## src/rtl/byte_deserializer.sv

```systemverilog
// Serial-to-parallel byte assembler with a one-deep registered output and sticky overrun flag.
// Optional even-parity beat after each byte: define PARITY_CHECK_EN.
module byte_deserializer #(
    parameter bit MSB_FIRST = 1'b1
) (
    input  logic       clk,
    input  logic       rst,
    input  logic       sin,
    input  logic       sin_valid,
    input  logic       frame_start,
    output logic [7:0] q,
    output logic       q_valid,
    input  logic       q_ready,
    output logic       overrun,
    output logic       parity_err
);

`ifdef PARITY_CHECK_EN
    typedef enum logic [0:0] {
        ST_SHIFT = 1'b0,
        ST_PAR   = 1'b1
    } state_t;
`else
    typedef enum logic [0:0] {
        ST_SHIFT = 1'b0
    } state_t;
`endif

    function automatic logic [7:0] insert_bit(input logic [7:0] cur, input logic b);
        if (MSB_FIRST) begin
            return {cur[6:0], b};
        end else begin
            return {b, cur[7:1]};
        end
    endfunction

`ifdef PARITY_CHECK_EN
    function automatic logic even_parity8(input logic [7:0] d);
        return ^d;
    endfunction
`endif

    state_t     state_q, state_d;
    logic [3:0] cnt_q, cnt_d;
    logic [7:0] shift_q, shift_d;
    logic [7:0] q_q, q_d;
    logic       q_valid_q, q_valid_d;
    logic       overrun_q, overrun_d;
    logic       done_s;
    logic [7:0] byte_s;
`ifdef PARITY_CHECK_EN
    logic       perr_s;
    logic       perr_q, perr_d;
`endif

    // Bit assembly and framing: decides when a byte (and its parity) is complete.
    always_comb begin
        state_d = state_q;
        cnt_d   = cnt_q;
        shift_d = shift_q;
        done_s  = 1'b0;
        byte_s  = shift_q;
`ifdef PARITY_CHECK_EN
        perr_s  = 1'b0;
`endif
        if (sin_valid) begin
            if (frame_start) begin
                shift_d = insert_bit(8'h00, sin);
                cnt_d   = 4'd1;
                state_d = ST_SHIFT;
            end else begin
                case (state_q)
                    ST_SHIFT: begin
                        shift_d = insert_bit(shift_q, sin);
                        if (cnt_q == 4'd7) begin
                            cnt_d = 4'd0;
`ifdef PARITY_CHECK_EN
                            state_d = ST_PAR;
`else
                            done_s  = 1'b1;
                            byte_s  = insert_bit(shift_q, sin);
`endif
                        end else begin
                            cnt_d = cnt_q + 4'd1;
                        end
                    end
`ifdef PARITY_CHECK_EN
                    // Parity beat: data already sits in shift_q, sin is the parity bit.
                    ST_PAR: begin
                        done_s  = 1'b1;
                        byte_s  = shift_q;
                        perr_s  = even_parity8(shift_q) ^ sin;
                        state_d = ST_SHIFT;
                    end
`endif
                    default: begin
                        state_d = ST_SHIFT;
                        cnt_d   = 4'd0;
                    end
                endcase
            end
        end else begin
            state_d = state_q;
        end
    end

    // Output holding register: load when empty or draining, else flag the drop.
    always_comb begin
        q_d       = q_q;
        q_valid_d = q_valid_q;
        overrun_d = overrun_q;
`ifdef PARITY_CHECK_EN
        perr_d    = perr_q;
`endif
        if (done_s) begin
            if (!q_valid_q || q_ready) begin
                q_d       = byte_s;
                q_valid_d = 1'b1;
`ifdef PARITY_CHECK_EN
                perr_d    = perr_s;
`endif
            end else begin
                overrun_d = 1'b1;
            end
        end else if (q_valid_q && q_ready) begin
            q_valid_d = 1'b0;
        end else begin
            q_valid_d = q_valid_q;
        end
    end

    // State registers with synchronous reset.
    always_ff @(posedge clk) begin
        if (rst) begin
            state_q   <= ST_SHIFT;
            cnt_q     <= 4'd0;
            shift_q   <= 8'h00;
            q_q       <= 8'h00;
            q_valid_q <= 1'b0;
            overrun_q <= 1'b0;
`ifdef PARITY_CHECK_EN
            perr_q    <= 1'b0;
`endif
        end else begin
            state_q   <= state_d;
            cnt_q     <= cnt_d;
            shift_q   <= shift_d;
            q_q       <= q_d;
            q_valid_q <= q_valid_d;
            overrun_q <= overrun_d;
`ifdef PARITY_CHECK_EN
            perr_q    <= perr_d;
`endif
        end
    end

    assign q       = q_q;
    assign q_valid = q_valid_q;
    assign overrun = overrun_q;
`ifdef PARITY_CHECK_EN
    assign parity_err = perr_q;
`else
    assign parity_err = 1'b0;
`endif

endmodule
```

## config.mk

```make
export PLATFORM = sky130hd
export DESIGN_NAME = byte_deserializer
export DESIGN_NICKNAME = d
export VERILOG_FILES = /design/src/rtl/byte_deserializer.sv
export SDC_FILE = /design/constraint.sdc
export NUM_CORES = 1
export LEC_CHECK = 0
export ABC_AREA = 0
export CORE_ASPECT_RATIO = 0.8
export CORE_MARGIN = 2
export CORE_UTILIZATION = 53
export DETAILED_ROUTE_END_ITERATION = 6
export PLACE_DENSITY = 0.92
export RECOVER_POWER = 25
export SLEW_MARGIN = 5
export SYNTH_ARGS = -nofsm -noshare
export SYNTH_HDL_FRONTEND = slang
export SYNTH_SLANG_ARGS = --single-unit
```

## constraint.sdc

```tcl
create_clock -name clk -period 3.5 [get_ports clk]
set_clock_uncertainty 0.2 [all_clocks]
set_input_delay 0.7 -clock clk [delete_from_list [all_inputs] [get_ports clk]]
set_output_delay 0.7 -clock clk [all_outputs]
set_load 0.01 [all_outputs]
```

==> reports/qor.csv <==
metric;value;unit
outcome;finished clean;
utilization;67.4;%
worstSetupStartpointType;input port;
worstPathCellList;dlygate4sd3_1 -> inv_1 -> or4_1 -> a21oi_1;
antenna_left;0;
worstHoldStart;shift_q[6];
postCtsHoldBufs;0;
num_io_pins;17;
routed_wl;1.61;mm
power.share.clock;29.2;%
post_cts_resize_count;0;
start_util;56.5;%
p_per_area;348;nW/um^2
synth_area;918;sq um
r2r_setup_slack;1.68;ns
overflow;0;
final_common_cell;dfxtp_1;
cts_buffers;3;
hold_viol_final;0;
tritoncts;done;
dp.final_hpwl;1.10;mm
max_slew_margin;47.7;%
hp-class;reg2reg;
routed_via_density;5.30;
hold_ws;0.271;ns
dr.pass1.iters;4;
grt_pass1_vias;651;
p_leak;0.357;nW
gp_congestion;0.769;
p_comb_share;6.8;%
die_h;41.2;um
fmax;399;MHz
netSwitchingPower;0.0826;mW
synthToLayoutAreaGrowth;19.3;%
avgSynthCellArea;9.37;sq um
setup_violations;0;
synth-seq-cells;21;
syn_inst;98;
fin_tns_setup;0;ns
drc;0;
yosys.area.top_type;dfxtp_1;
layout-drive-gt1-share;4.50;%
rr_worst_depth;4;
power.total;0.381;mW
drv_cap;0;
fin_crit;2.51;ns
die_w;50.5;um
core-area;1630;sq um
n_fill_cell;133;
swShare;21.7;%
antenna_found_initial;0;
r2r-end;q[5];
synth_nets;105;
root_buffer;clkbuf_4;
place.port_buffers;15;
worstSetupPathType;in2reg;
synth_area_leaders;dfxtp_1 (46%), nand2b_1 (12%), mux2i_1 (11%);
yosysWarnings;0;
startpoint;sin_valid;
rsz0062_at_grt;false;
crit_path_max_incr_delay;0.85;ns
grt_pass1_wl;2.77;mm
yosysTopAreaCellShare;45.8;%
routedWlPerCell;12.1;um
die_area;2080;sq um
fin_nets;119;
holdPathEnd;shift_q[6];
whs_path_depth;2;
h-tree-depth;1;
power.internal;0.298;mW
clock_path_buffers;2;
post-route-period-util;71.6;%
drtIter0Drc;13;
critical_path.max_fanout;14;
vdd_ir_drop_max;0.341;mV
grt_use_total;18.2;%
worstPathRequired;3.52;ns
cts_setup_buffers;0;
synthDistinctLibCells;20;
fp-row-count;13;
worstSkewPairLatency;0.29;ns
place_area;1070;sq um
vias;705;
final_cell_area;1100;sq um
seq_area_frac_synth;45.8;%
slew_violations;0;
antenna_cells;0;
end_kind;register;
seq_power_share;64.0;%
r2r_start;cnt_q[0];
cts_sinks;21;
grt_max_degree;30;
slowest_stage;dlygate4sd3_1;
cp.arrival;2.53;ns
final_cell_mix;dfxtp_1 (21), nand2b_1 (17), clkdlybuf4s50_1 (14);
worstMarginPinSlew;0.782;ns
clk_pin_slew;0.11;ns
[cell usage after synthesis]
library cell  number
mux2i_1           10
dfxtp_1           21
nand2b_1          17
ha_1               1
nand3b_2           1
a31oi_1            2
and3b_1            1
conb_1             1
nor3_4             1
nand2_1            7
nor2_1             5
or4_1              1
a21oi_1            9
nor2b_1            2
nand3b_1           9
buf_4              1
inv_2              1
o221ai_1           1
o21ai_1            2
clkbuf_1           5
[power by group through the flow]
| stage | combinational, mW | clock [mW] | sequential (mW) |
|---|---|---|---|
| 2_1_floorplan | 0.0178 | 0 | 0.249 |
| 3_5_place_dp | 0.0261 | 0 | 0.249 |
| 5_1_grt | 0.0284 | 0.127 | 0.244 |
| 3_3_place_gp | 0.0252 | 0 | 0.249 |
| 6_report | 0.0260 | 0.111 | 0.244 |
| 4_1_cts | 0.0265 | 0.117 | 0.244 |
[critical path: cells and delay by family]
| family | cells | cell delay [ns] |
|---|---|---|
| AND/OR/NAND/NOR | 1 | 0.57 |
| buffers and inverters | 2 | 1.13 |
| AO/OA/AOI/OAI | 1 | 0.12 |
[area by class of cell]
type                    count  area, sq um  share of cell area, %
multi-input cells          70          468                   42.7
flip-flops and latches     21          420                   38.4
repair buffers             15          150                   13.7
well taps                  22         27.5                   2.51
clock buffers               4         26.3                   2.40
inverters                   1         3.75                  0.342
[worst max path at each step]
stage | endpoint | slack [ns]
2_1_floorplan | q[0] | 1.68
3_3_place_gp | q[2] | 0.88
3_5_place_dp | q[5] | 0.78
4_1_cts | q[5] | 1.07
5_1_grt | cnt_q[3] | 0.86
6_report | cnt_q[3] | 0.99
[flip-flops by register name, summed over array words and instances (netlist names)]
name / flops
cnt_q: 4
shift_q: 7
overrun: 1
q_valid: 1
q: 8
[per-stage QoR]
step,cells,worst slack (ns)
floorplan,98,1.68
global placement,129,0.875
detailed placement,129,0.782
CTS,133,1.07
global route,133,0.858
finish,133,0.994
[per-layer routing]
metal	share of wire [%]	wire, um	global-route usage (%)
met5	0	0	0
met1	48	778	22.7
met4	0.44	7	2.03
met3	5.0	81	6.57
met2	46	738	31.9
[logic make-up (layout without fill, tap and decap cells)]
group	count (synthesis)	count (layout)	synth area share (%)
simple gates	44	44	30.0
flops	21	21	45.8
compound gates	14	14	8.31
mux	10	10	10.9
buf+inv	7	20	3.27
fa+ha+maj	1	1	1.36
other cells	1	1	0.408
(Power assumes the default switching activity.)
